<file path="src/rtl/pipe_reg_skid.sv">
// Handshaked pipeline-stage register with a two-entry skid buffer, flush-to-bubble
// and saturating stall/flush counters. in_ready comes straight from a flop.
module pipe_reg_skid #(
  parameter int CTRL_WIDTH = 12,
  parameter int DATA_WIDTH = 185,
  parameter int CNT_WIDTH  = 16
) (
  input  logic                  CLK,
  input  logic                  RST_N,
  input  logic                  in_valid,
  output logic                  in_ready,
  input  logic [CTRL_WIDTH-1:0] in_ctrl,
  input  logic [DATA_WIDTH-1:0] in_data,
  output logic                  out_valid,
  input  logic                  out_ready,
  output logic [CTRL_WIDTH-1:0] out_ctrl,
  output logic [DATA_WIDTH-1:0] out_data,
  input  logic                  flush,
  input  logic                  cnt_clr,
  output logic [CNT_WIDTH-1:0]  stall_cnt,
  output logic [CNT_WIDTH-1:0]  flush_cnt
);

  typedef enum logic [1:0] {EMPTY, BUSY, FULL} state_t;

  typedef struct packed {
    logic [CTRL_WIDTH-1:0] ctrl;
    logic [DATA_WIDTH-1:0] data;
  } beat_t;

  localparam logic [CNT_WIDTH-1:0] CNT_MAX = '1;

  state_t state;
  logic   main_valid, skid_valid;
  beat_t  main_q, skid_q, in_beat;
  logic   in_xfer, out_xfer;

  assign in_beat   = '{ctrl: in_ctrl, data: in_data};
  assign in_ready  = !skid_valid;
  assign in_xfer   = in_valid & in_ready;
  assign out_xfer  = main_valid & out_ready;
  assign out_valid = main_valid;
  assign out_ctrl  = main_valid ? main_q.ctrl : '0;
  assign out_data  = main_q.data;

  always_ff @(posedge CLK or negedge RST_N) begin
    if (!RST_N) begin
      state      <= EMPTY;
      main_valid <= 1'b0;
      skid_valid <= 1'b0;
      main_q     <= '0;
      skid_q     <= '0;
    end else if (flush) begin
      // Bubble: drop everything, zero control, keep data so the datapath doesn't toggle.
      state       <= EMPTY;
      main_valid  <= 1'b0;
      skid_valid  <= 1'b0;
      main_q.ctrl <= '0;
      skid_q.ctrl <= '0;
    end else begin
      case (state)
        EMPTY: if (in_xfer) begin
          main_q     <= in_beat;
          main_valid <= 1'b1;
          state      <= BUSY;
        end
        BUSY: begin
          if (in_xfer && out_xfer) begin
            main_q <= in_beat;
          end else if (in_xfer) begin
            skid_q     <= in_beat;
            skid_valid <= 1'b1;
            state      <= FULL;
          end else if (out_xfer) begin
            main_valid <= 1'b0;
            state      <= EMPTY;
          end
        end
        FULL: if (out_xfer) begin
          main_q     <= skid_q;
          skid_valid <= 1'b0;
          state      <= BUSY;
        end
        default: begin
          state      <= EMPTY;
          main_valid <= 1'b0;
          skid_valid <= 1'b0;
        end
      endcase
    end
  end

  always_ff @(posedge CLK or negedge RST_N) begin
    if (!RST_N) begin
      stall_cnt <= '0;
      flush_cnt <= '0;
    end else if (cnt_clr) begin
      stall_cnt <= '0;
      flush_cnt <= '0;
    end else begin
      if (main_valid && !out_ready && stall_cnt != CNT_MAX) stall_cnt <= stall_cnt + 1'b1;
      if (flush && (main_valid || skid_valid) && flush_cnt != CNT_MAX) flush_cnt <= flush_cnt + 1'b1;
    end
  end

endmodule

</file>
<file path="config.mk">
export PLATFORM = sky130hd
export DESIGN_NAME = pipe_reg_skid
export DESIGN_NICKNAME = d
export VERILOG_FILES = /design/src/rtl/pipe_reg_skid.sv
export SDC_FILE = /design/constraint.sdc
export NUM_CORES = 1
export LEC_CHECK = 0
export ABC_AREA = 1
export CORE_ASPECT_RATIO = 1.4
export CORE_MARGIN = 3
export CORE_UTILIZATION = 45
export CTS_BUF_LIST = sky130_fd_sc_hd__clkbuf_4
export CTS_CLUSTER_DIAMETER = 80
export DETAILED_ROUTE_END_ITERATION = 8
export GPL_ROUTABILITY_DRIVEN = 0
export PLACE_DENSITY = 0.77
export SLEW_MARGIN = 20
export SYNTH_ARGS = -nofsm -noshare
export SYNTH_HDL_FRONTEND = slang
export SYNTH_SLANG_ARGS = --single-unit
</file>
<file path="constraint.sdc">
create_clock -name CLK -period 4.8 [get_ports CLK]
set_input_delay 0.72 -clock CLK [delete_from_list [all_inputs] [get_ports CLK]]
set_output_delay 0.72 -clock CLK [all_outputs]
set_load 0.02 [all_outputs]
</file>
## Word level (Yosys, flattened, before mapping)

Cells that the tools add are included.

| word-level totals | value |
|---|---|
| output and inout bits | 231 |
| word-level logic and storage cells | 85 |
| register bits after elaboration | 430 |

| operators by class | value |
|---|---|
| multiplexer cells | 30 |
| reductions and logical operators | 22 |
| add/sub/neg operators | 2 |
| bitwise gates (word level) | 4 |
| equality and inequality tests | 18 |

Operators by type and width:

| cell | number |
|---|---|
| $mux 197 | 6 |
| $pmux 197 s3 | 1 |
| $mux 16 | 4 |
| $mux 12 | 3 |
| $add 16x1->16 const B | 2 |
| $ne 16x16->1 const B | 2 |
| $ne 3x3->1 const B | 7 |
| $reduce_and 4->1 | 4 |
| $mux 2 | 6 |
| $ne 2x2->1 const B | 6 |
| $reduce_and 5->1 | 2 |
| $reduce_bool 2->1 | 4 |
| $mux 1 | 7 |
| $pmux 1 s3 | 2 |
| $pmux 2 s3 | 1 |
| $logic_and 1x1->1 | 5 |
| $ne 4x4->1 const B | 1 |
| $reduce_bool 4->1 | 1 |
| $reduce_and 3->1 | 1 |
| $reduce_bool 3->1 | 1 |
| $and 1x1->1 | 2 |
| $eq 2x1->1 const B | 1 |
| $eq 2x2->1 const B | 1 |
| $logic_not 1->1 | 2 |
| 3 further kinds | 4 |

## Logic depth before layout (Yosys ltp)

Gate-level depths: netlist (run 1).

| logic depth | value |
|---|---|
| depth in word-level cells | 6 |
| depth in mapped cells | 11 |
| gate-level depth less buffers | 9 |

## Worst setup path after synthesis (run 1)

OpenSTA, ideal clock, no wires.

| timing | value |
|---|---|
| kind | flip-flop to output port |
| from | register main_valid, in the netlist out_valid |
| to | output port out_ctrl[10] |
| data arrival time | 1,099 ps |
| buffers on the path | 2 |
| required time | 4,080 ps |
| slack | 2,981 ps |
| stages on the path, launching flop included | 5 |
| cells stage by stage | dfrtp_1 > buf_4 > clkbuf_1 > nand2_1 > inv_1 |

| on the way | value |
|---|---|
| word-level cells in the longest chain between the ends | 1 |

RTL lines:

| item | RTL line | text |
|---|---|---|
| from (decl) | 34 | `logic main_valid, skid_valid;` |
| from (signal assigned) | 49 | `main_valid <= 1'b0;` |
| from (signal assigned) | 56 | `main_valid <= 1'b0;` |
| from (signal assigned) | 64 | `main_valid <= 1'b1;` |
| $mux 12 | 43 | `assign out_ctrl = main_valid ? main_q.ctrl : '0;` |
| to (decl) | 16 | `output logic [CTRL_WIDTH-1:0] out_ctrl,` |

No other way between the ends.

## Final worst setup path (run 1)

| timing | value |
|---|---|
| from | register main_valid, in the netlist out_valid |
| to | output port out_ctrl[8] |

Same word-level chain as after synthesis.

==> results of run 1 <==
## logic make-up after synthesis
family / after synthesis / share of synthesized area
AO/OA/AOI/OAI: 467 / 0.117
multiplexers: 148 / 0.0797
AND/OR/NAND/NOR: 691 / 0.137
XOR/XNOR: 7 / 0.00300
flip-flops: 430 / 0.527
buffers and inverters: 474 / 0.133
adder cells (fa/ha/maj): 6 / 0.00368
## timing repair
action | CTS | global route
endpoints found under the hold margin | 79 | 0
buffers inserted | 0 | 0
hold buffers | 1 | 0
## state kept, by name, summed over array words and instances, names as in the netlist
register    flops
stall_cnt      16
out_valid       1
skid_q        197
out_data      185
state           2
skid_valid      1
flush_cnt      16
main_q         12
## per-layer routing
layer  GRT usage  vias to the layer above  share of wire
li1            -                     7594              -
met1       0.236                     7429           0.38
met2       0.351                      545           0.51
met3      0.0630                      110          0.076
met4       0.105                        0          0.038
met5           0                        -              0
## stage by stage
stage | area [µm²] | util
detailed placement | 23600 | 0.532
finish | 24900 | 0.562
floorplan | 20400 | -
global route | 24900 | 0.562
global placement | 23600 | 0.532
CTS | 24900 | 0.561
## cells in the mapped netlist, types with 2 or more instances
| master | instances |
|---|---|
| mux2i_1 | 74 |
| ha_1 | 6 |
| nor2_2 | 6 |
| xor2_1 | 7 |
| nand4_1 | 23 |
| o21ai_0 | 324 |
| nor2_4 | 3 |
| nand2_1 | 565 |
| a21oi_1 | 8 |
| inv_2 | 2 |
| nor2_1 | 37 |
| buf_6 | 12 |
| o211ai_1 | 12 |
| mux2_2 | 60 |
| clkbuf_1 | 41 |
| buf_4 | 216 |
| nand3b_1 | 2 |
| dfrtp_1 | 430 |
| buf_2 | 23 |
| o21bai_1 | 2 |
| inv_1 | 165 |
| o21ai_1 | 119 |
| or2_2 | 5 |
| mux2_4 | 14 |
| nand2_4 | 2 |
| nand3_1 | 45 |
| buf_1 | 15 |
## area by class of cell
class,count,area [µm²]
Fill cell,3794,19500
Sequential cell,430,10800
Multi-Input combinational cell,1319,6960
Timing Repair Buffer,455,4590
Clock buffer,140,1050
Tap cell,558,698
Inverter,167,632
Clock inverter,38,233
Antenna cell,8,20.0
## how the worst max path moves through the flow
stage                          to  slack (ps)  cells past startpoint
detailed placement     skid_q[38]        1370                      9
CTS                   out_ctrl[9]        1640                      3
finish                out_ctrl[8]        1760                      3
global placement       skid_q[29]        1430                      9
floorplan            out_ctrl[10]        2980                      4
global route        out_data[123]        1540                      9
## cell usage in the layout (no fill, tap or decap), types with 5 or more instances in the layout
cell type and n:
clkbuf_4 140, buf_12 7, or2_2 5, o211ai_1 12, nand2_1 565, nor2_2 6, xor2_1 7, mux2i_1 74
clkinv_2 6, a21oi_1 8, diode_2 8, clkdlybuf4s50_1 432, o21ai_0 324, nand4_1 23, ha_1 5, mux2_4 14
inv_1 164, mux2_2 60, nor2_1 37, nand3_1 45, dfrtp_1 430, o21ai_1 119, clkinv_1 24, buf_4 14
## power by group through the flow
stage	clock network [mW]	logic [mW]	registers [mW]
after CTS	3.06	5.84	6.14
after floorplan	0	4.57	5.83
final	2.94	5.76	6.14
after global routing	3.24	6.36	6.32
after detailed placement	0	5.83	6.17
after global placement	0	5.64	6.11
## worst reg2reg max path: stages, from the launching register on
cell,delay (ps)
dfrtp_1,770
nand2_4,270
nand2_1,150
inv_1,80
nor2_2,130
nand3_4,680
buf_4,540
nand2_1,100
o21ai_0,90
==> results.txt, run 1 <==
The mean number of vias per cell is 5.03. The largest fanout on the critical path is 17. Dividing total power by cell area gives a power density of 595 mW/mm². The overall power is about 15 mW.

The run finished with clean final reports. After the flow finishes, the layout carries non-filler instances totaling 3,115. Yosys attributes the largest share of cell area to dfrtp_1 (53%), nand2_1 (10%), buf_4 (7.9%). The worst-skew pair later-pin latency came out at 790 ps. The logic depth of the worst register-to-register path came out at 8. In this run the most critical hold path is launched from skid_q[19]. The worst setup path is launched from a register. The final-report setup violation count came out at 0. The deepest clock path buffer count came out at 3. The number of flops mapped to enable cells by yosys is 0. In the synthesized netlist, the number of instances is ~2,200.

The source of the critical timing path is out_valid. The minimum setup slack among reg-to-reg paths came out at 1840 ps. The relative contribution of the clock network to total power came out at 0.198. The path with the worst hold slack has its endpoint at skid_q[19].

The number of rows in the core area came out at about 90. The total number of clock tree sinks is 430. The clock slew seen by the registers of the worst setup and hold paths is 60 ps. The post-route fraction of the period consumed by the critical path is 0.634. The iteration count of the initial detailed-routing pass is 7. The area inside the core boundary came out at 0.0444 mm². Entering global routing, the biggest net connects 140 pins. The switching power of the nets is 5.55 mW. The number of synthesis warnings is 0. The switching share of total power is 0.374. The violation count after the first detailed-routing iteration came out at 887. The aggregate negative setup slack came out at 0 ps.

Headroom to the max-slew limit came out at 0.295. The average instance area after synthesis is 9.18 µm². The aggregate global routing overflow came out at 0. The post-route minimum period is 3040 ps. The number of nets with antenna violations after detailed routing is 0. The number of stages on the worst hold path is 2. The critical path goes through nand2_1 > inv_1 > clkdlybuf4s50_1. The standby leakage power is 11.7 nW. The overall die height is between 200 and 300 µm.

The net count of the finished layout is between 2,000 and 3,000. For this run, the top clock speed supported by timing is 329 MHz. Prior to clock tree synthesis, the placed netlist has a worst setup slack of ~1400 ps. The initial core utilization came out at 0.460. The overall die area is 0.0480 mm². The number of global-route vias before repair came out at 16,100.

The netlist area before placement came out at between 0.02 and 0.025 mm². The number of cells upsized or downsized after cts is 0. The cell sitting at the root of the clock tree is a clkbuf_4. The count of max-cap constraint violations came out at 0.

The cell-internal power came out at 9.28 mW. The share of final-layout standard cells stronger than drive strength 1 is 0.107. The total nets after synthesis is between 2,000 and 2,500. The worst stage delay on the critical path came out at between 700 and 800 ps. The part of the Yosys area used for sequential elements came out at 0.527. The most used flip-flop cell after synthesis is dfrtp_1.

The worst setup path is captured at an output pin. The final max-slew violation count is 0. Setup repair after global routing left no endpoint under its margin. The buffering stage count on the worst path with inverters included is 2. The global-route wire length before repair is approximately 81,000 µm.

Once placement completed, the tool counted placed cells totaling 2,928. The kind of cell adding the most delay to the critical path is flip-flops. On the final layout, the worst hold slack is 480 ps. The boundary pin count came out at approximately 430. The synthesis-to-layout area growth came out at 22.2%. The maximum VDD drop came out at just under 0.5 mV. The slew at the pin with the worst max-slew slack is 1060 ps.

The number of antenna violations at the first check in global routing came out at 7. The routed design has 49,900 µm of wire. The via count is 15,700.

After synthesis, the share of flip-flops with an asynchronous set or reset is 1.00. The top-area cell type share of the netlist area is 0.527. For this design, the slowest cell found on the critical path is dfrtp_1. The TritonCTS buffer count is ~110. In this run the critical register-to-register path is captured at out_data[123]. The post-detailed-route wirelength per cell is 16.0 µm. The maximum clock skew at final layout is about 63 ps. The path class of the tightest hold or removal check is register to register. The startpoint of the most critical register-to-register path is out_valid.

The combined global-route utilization of all metal layers came out at 0.207. During placement, the flow inserted port buffers numbering 433. The number of distinct standard cells referenced by the synthesized netlist is 32. The half-perimeter wire length after detailed placement came out at approximately 34,000 µm. The part of the total power dissipated in sequential elements is 0.414.

The biggest area contributor in the post-synthesis netlist is dfrtp_1. The critical path is of the register to output pin type. The worst-case setup margin in the final layout came out at 1760 ps. The number of H-tree levels is 3. The worst endpoint data arrival time is approximately 2300 ps. The number of hold-slack violations in the final timing report is 0. The die width came out at 186 µm. The combinational power share came out at 0.388. The post-route DRC violation count came out at 0.

The flop and latch count out of synthesis came out at 430. The required time of the worst setup path came out at 4080 ps. TritonCTS built the clock tree.
Note: power is estimated with default switching activity, not from simulation.
==> run 2, diff against run 1 <==
Clock period 4.8 ns to 2.9 ns, I/O delays scaled along.
==> run 2 against run 1 <==
Against the previous run:
- first-iteration DRC count down 11%
- routed wire length up 0.85%
- die area stayed put
- sequential power up 64%
- via count rose by 0.25%
- non-clock buffer count is 16 higher
- sequential share of layout area is 0.46 points lower
- power up 67%
- hold slack worse by 320 ps
- highest routed layer is now met5
==> results.txt, run 2 (synthesis results as in run 1) <==
The worst register-to-register path begins at stall_cnt[0]. The overall power is 24.8 mW (+67%). The mean number of vias per cell is 5.03 (-0.14%). STA classifies the critical path endpoint as an output pin. By startpoint and endpoint, the worst setup path is classified as register to output pin.

The global-route track usage on met1 came to 0.230 (-0.00545). The headroom to the max-slew limit is 0.341 (+0.0460). The post-route minimum period came out at approximately 2600 ps. The standby leakage power came out at 11.8 nW (+1.3%). The highest-delay cell along the critical path is clkdlybuf4s50_1. The highest clock rate came out at roughly 380 MHz. The number of hold-slack violations in the final timing report came out at 0 (unchanged). The global-route wire length before repair is 80,500 µm (-0.77%). The maximum VDD drop is 0.549 mV (+14%). Leaving out fill and tap cells, the most frequent cells in the layout are nand2_1 (565), clkdlybuf4s50_1 (432), dfrtp_1 (430), o21ai_0 (324), inv_1 (164). The number of stages on the worst hold path came out at 3 (+1).

The worst stage delay on the critical path came out at 610 ps (-160 ps). The met2 layer usage reported by global route is 0.355 (+0.00377). The maximum clock skew at final layout is 50.7 ps (-12.0 ps). STA classifies the critical path startpoint as a register.

The aggregate negative setup slack is 0 ps (unchanged). The deepest clock path buffer count is 3 (unchanged). The count of max-cap constraint violations came out at 0 (unchanged). The logic depth of the worst register-to-register path is 9 (+1). The share of final-layout standard cells stronger than drive strength 1 is 0.116 (+0.00926).

The TritonCTS buffer count is 107 (+1.9%). The post-route DRC violation count came out at 0 (unchanged). The cell area reported after detailed placement is 0.0239 mm² (+1.1%).

The overall die area came out at 0.0480 mm² (unchanged). The buffering stage count on the worst path with inverters included came to 3 (+1). The overall die height came out at 258 µm (unchanged). The number of antenna violations at the first check in global routing was 11 (+4). The area taken by flip-flops and latches was 0.0108 mm² (unchanged). The number of cells upsized or downsized after cts is 0 (unchanged). The final max-slew violation count came out at 0 (unchanged). The half-perimeter wire length after detailed placement is 34,900 µm (+2.3%). The minimum setup slack among reg-to-reg paths is 620 ps (-1220 ps). The post-layout utilization of the core came to 0.568 (+0.00611).

The number of buffers inserted to repair setup after CTS is 0 (unchanged). The slew at the pin with the worst max-slew slack came to 985 ps (-72.7 ps). The worst hold path begins at in_data[68]. The largest net degree at the start of global routing is 97 (-31%).

The fraction of met3 tracks used by global routing is 0.0599 (-0.00310). The total number of clock tree sinks was 430 (unchanged). The area of the multi-input gates came out at 0.00696 mm² (unchanged). The number of flip-flops in the largest register came to 197 (unchanged). Setup repair after global routing left no endpoint under its margin. The worst-skew pair later-pin latency is 840 ps (+50 ps).

The aggregate global routing overflow is 0 (unchanged). The via count came to 15,700 (+0.25%). The run finished with clean final reports.

The required time of the worst setup path is 2470 ps (-1610 ps). The hold slack is 164 ps (-316 ps). The number of H-tree levels is 3 (unchanged). The final-report setup violation count is 0 (unchanged).

The kind of cell adding the most delay to the critical path is buffers and inverters. Traced cell by cell, the critical path runs through buf_4 > nand2_1 > inv_1 > clkdlybuf4s50_1. The die width was 186 µm (unchanged).

The clock root buffer is clkbuf_4. The most heavily used metal layer in global routing is met2. In this run the critical register-to-register path is captured at stall_cnt[5]. The number of nets with antenna violations after detailed routing came out at 0 (unchanged). The combined global-route utilization of all metal layers is 0.207 (about the same). The area inside the core boundary was 0.0444 mm² (unchanged). The leading cell type in the layout, fill and taps excluded is nand2_1. The net total in the final layout is 2,705 (+0.67%). The worst endpoint data arrival time came out at 2200 ps (-120 ps). The design area came out at 0.0252 mm² (+1.1%). The number of hold buffers added after cts is 1 (unchanged). The class of the tightest hold or removal check is input port to register.

The cell area power density is 984 mW/mm² (+65%). The largest fanout on the critical path is 16 (-1). The synthesis-to-layout area growth came out at 23.6%. The post-detailed-route wirelength per cell came out at 16.1 µm (+0.47%). The path with the worst hold slack has its endpoint at skid_q[68]. The violation count after the first detailed-routing iteration is 786 (-11%).

The initial core utilization came to 0.460 (unchanged). The TritonCTS clock tree is done. The total wire length after detailed routing came out at 50,300 µm (+0.85%).

The clock slew seen by the registers of the worst setup and hold paths is 60 ps (about the same). The post-route fraction of the period consumed by the critical path came out at 0.909. The most flop-heavy register is skid_q. The iteration count of the initial detailed-routing pass is 5 (-2).

The number of global-route vias before repair is 16,200 (+0.53%). The boundary pin count is 434 (unchanged). The total of fill cells in the finished design was 3,820 (+0.69%). The number of buffer cells added on primary ports came to 433 (unchanged). The number of rows in the core area is 91 (unchanged).
## run 2: cell count changes in the layout (fill, tap and decap cells not counted)
cell,previous run,this run
inv_6,3,2
clkinv_1,24,11
buf_4,14,19
clkinv_2,6,4
buf_12,7,18
clkbuf_4,140,153
clkinv_8,1,0
## run 2: stage by stage
step | cells | setup slack (ps)
3_3_place_gp | 2944 | 507
6_report | 3127 | 265
4_1_cts | 3119 | 165
3_5_place_dp | 2944 | 441
2_1_floorplan | 2223 | 1190
5_1_grt | 3127 | 138
## run 2: area by class of cell
class / instances / area share
clock buffers: 153 / 0.0455
inverters: 167 / 0.0251
flip-flops and latches: 430 / 0.427
clock inverters: 21 / 0.00590
multi-input cells: 1319 / 0.276
well taps: 558 / 0.0277
diodes: 8 / 0.000794
repair buffers: 471 / 0.192
## run 2: worst max-delay path by stage
stage	from	to	slack, ps	cells past startpoint
after global routing	out_valid	out_ctrl[9]	140	4
after detailed placement	flush	skid_q[173]	440	7
after global placement	flush	skid_q[146]	510	7
after floorplan	flush_cnt[1]	flush_cnt[12]	1190	10
final	out_valid	out_ctrl[9]	270	4
after CTS	out_valid	out_ctrl[9]	160	4
## run 2: worst register-to-register path, delay by kind of cell, from the launching register on
family | cells | cell delay [ps]
AND/OR/NAND/NOR | 8 | 1500
adder cells (fa/ha/maj) | 1 | 250
flip-flops | 1 | 440
## run 2: layer usage
layer	vias to the layer above	part of all wire
li1	7637	-
met4	4	0.043
met5	-	0.00054
met3	129	0.073
met2	543	0.51
met1	7404	0.37
## run 2: power breakdown
group	switching, mW	internal, mW
Sequential	1.50	8.60
Combinational	5.29	4.44
Clock	2.40	2.57
Total	9.20	15.6
==> run 3, diff against run 2 <==
Settings changed: CAP_MARGIN set to 5, GPL_ROUTABILITY_DRIVEN 0 to not set.
==> results of run 3 <==
No change in the layout: final DEF, timing and power equal those of run 2.
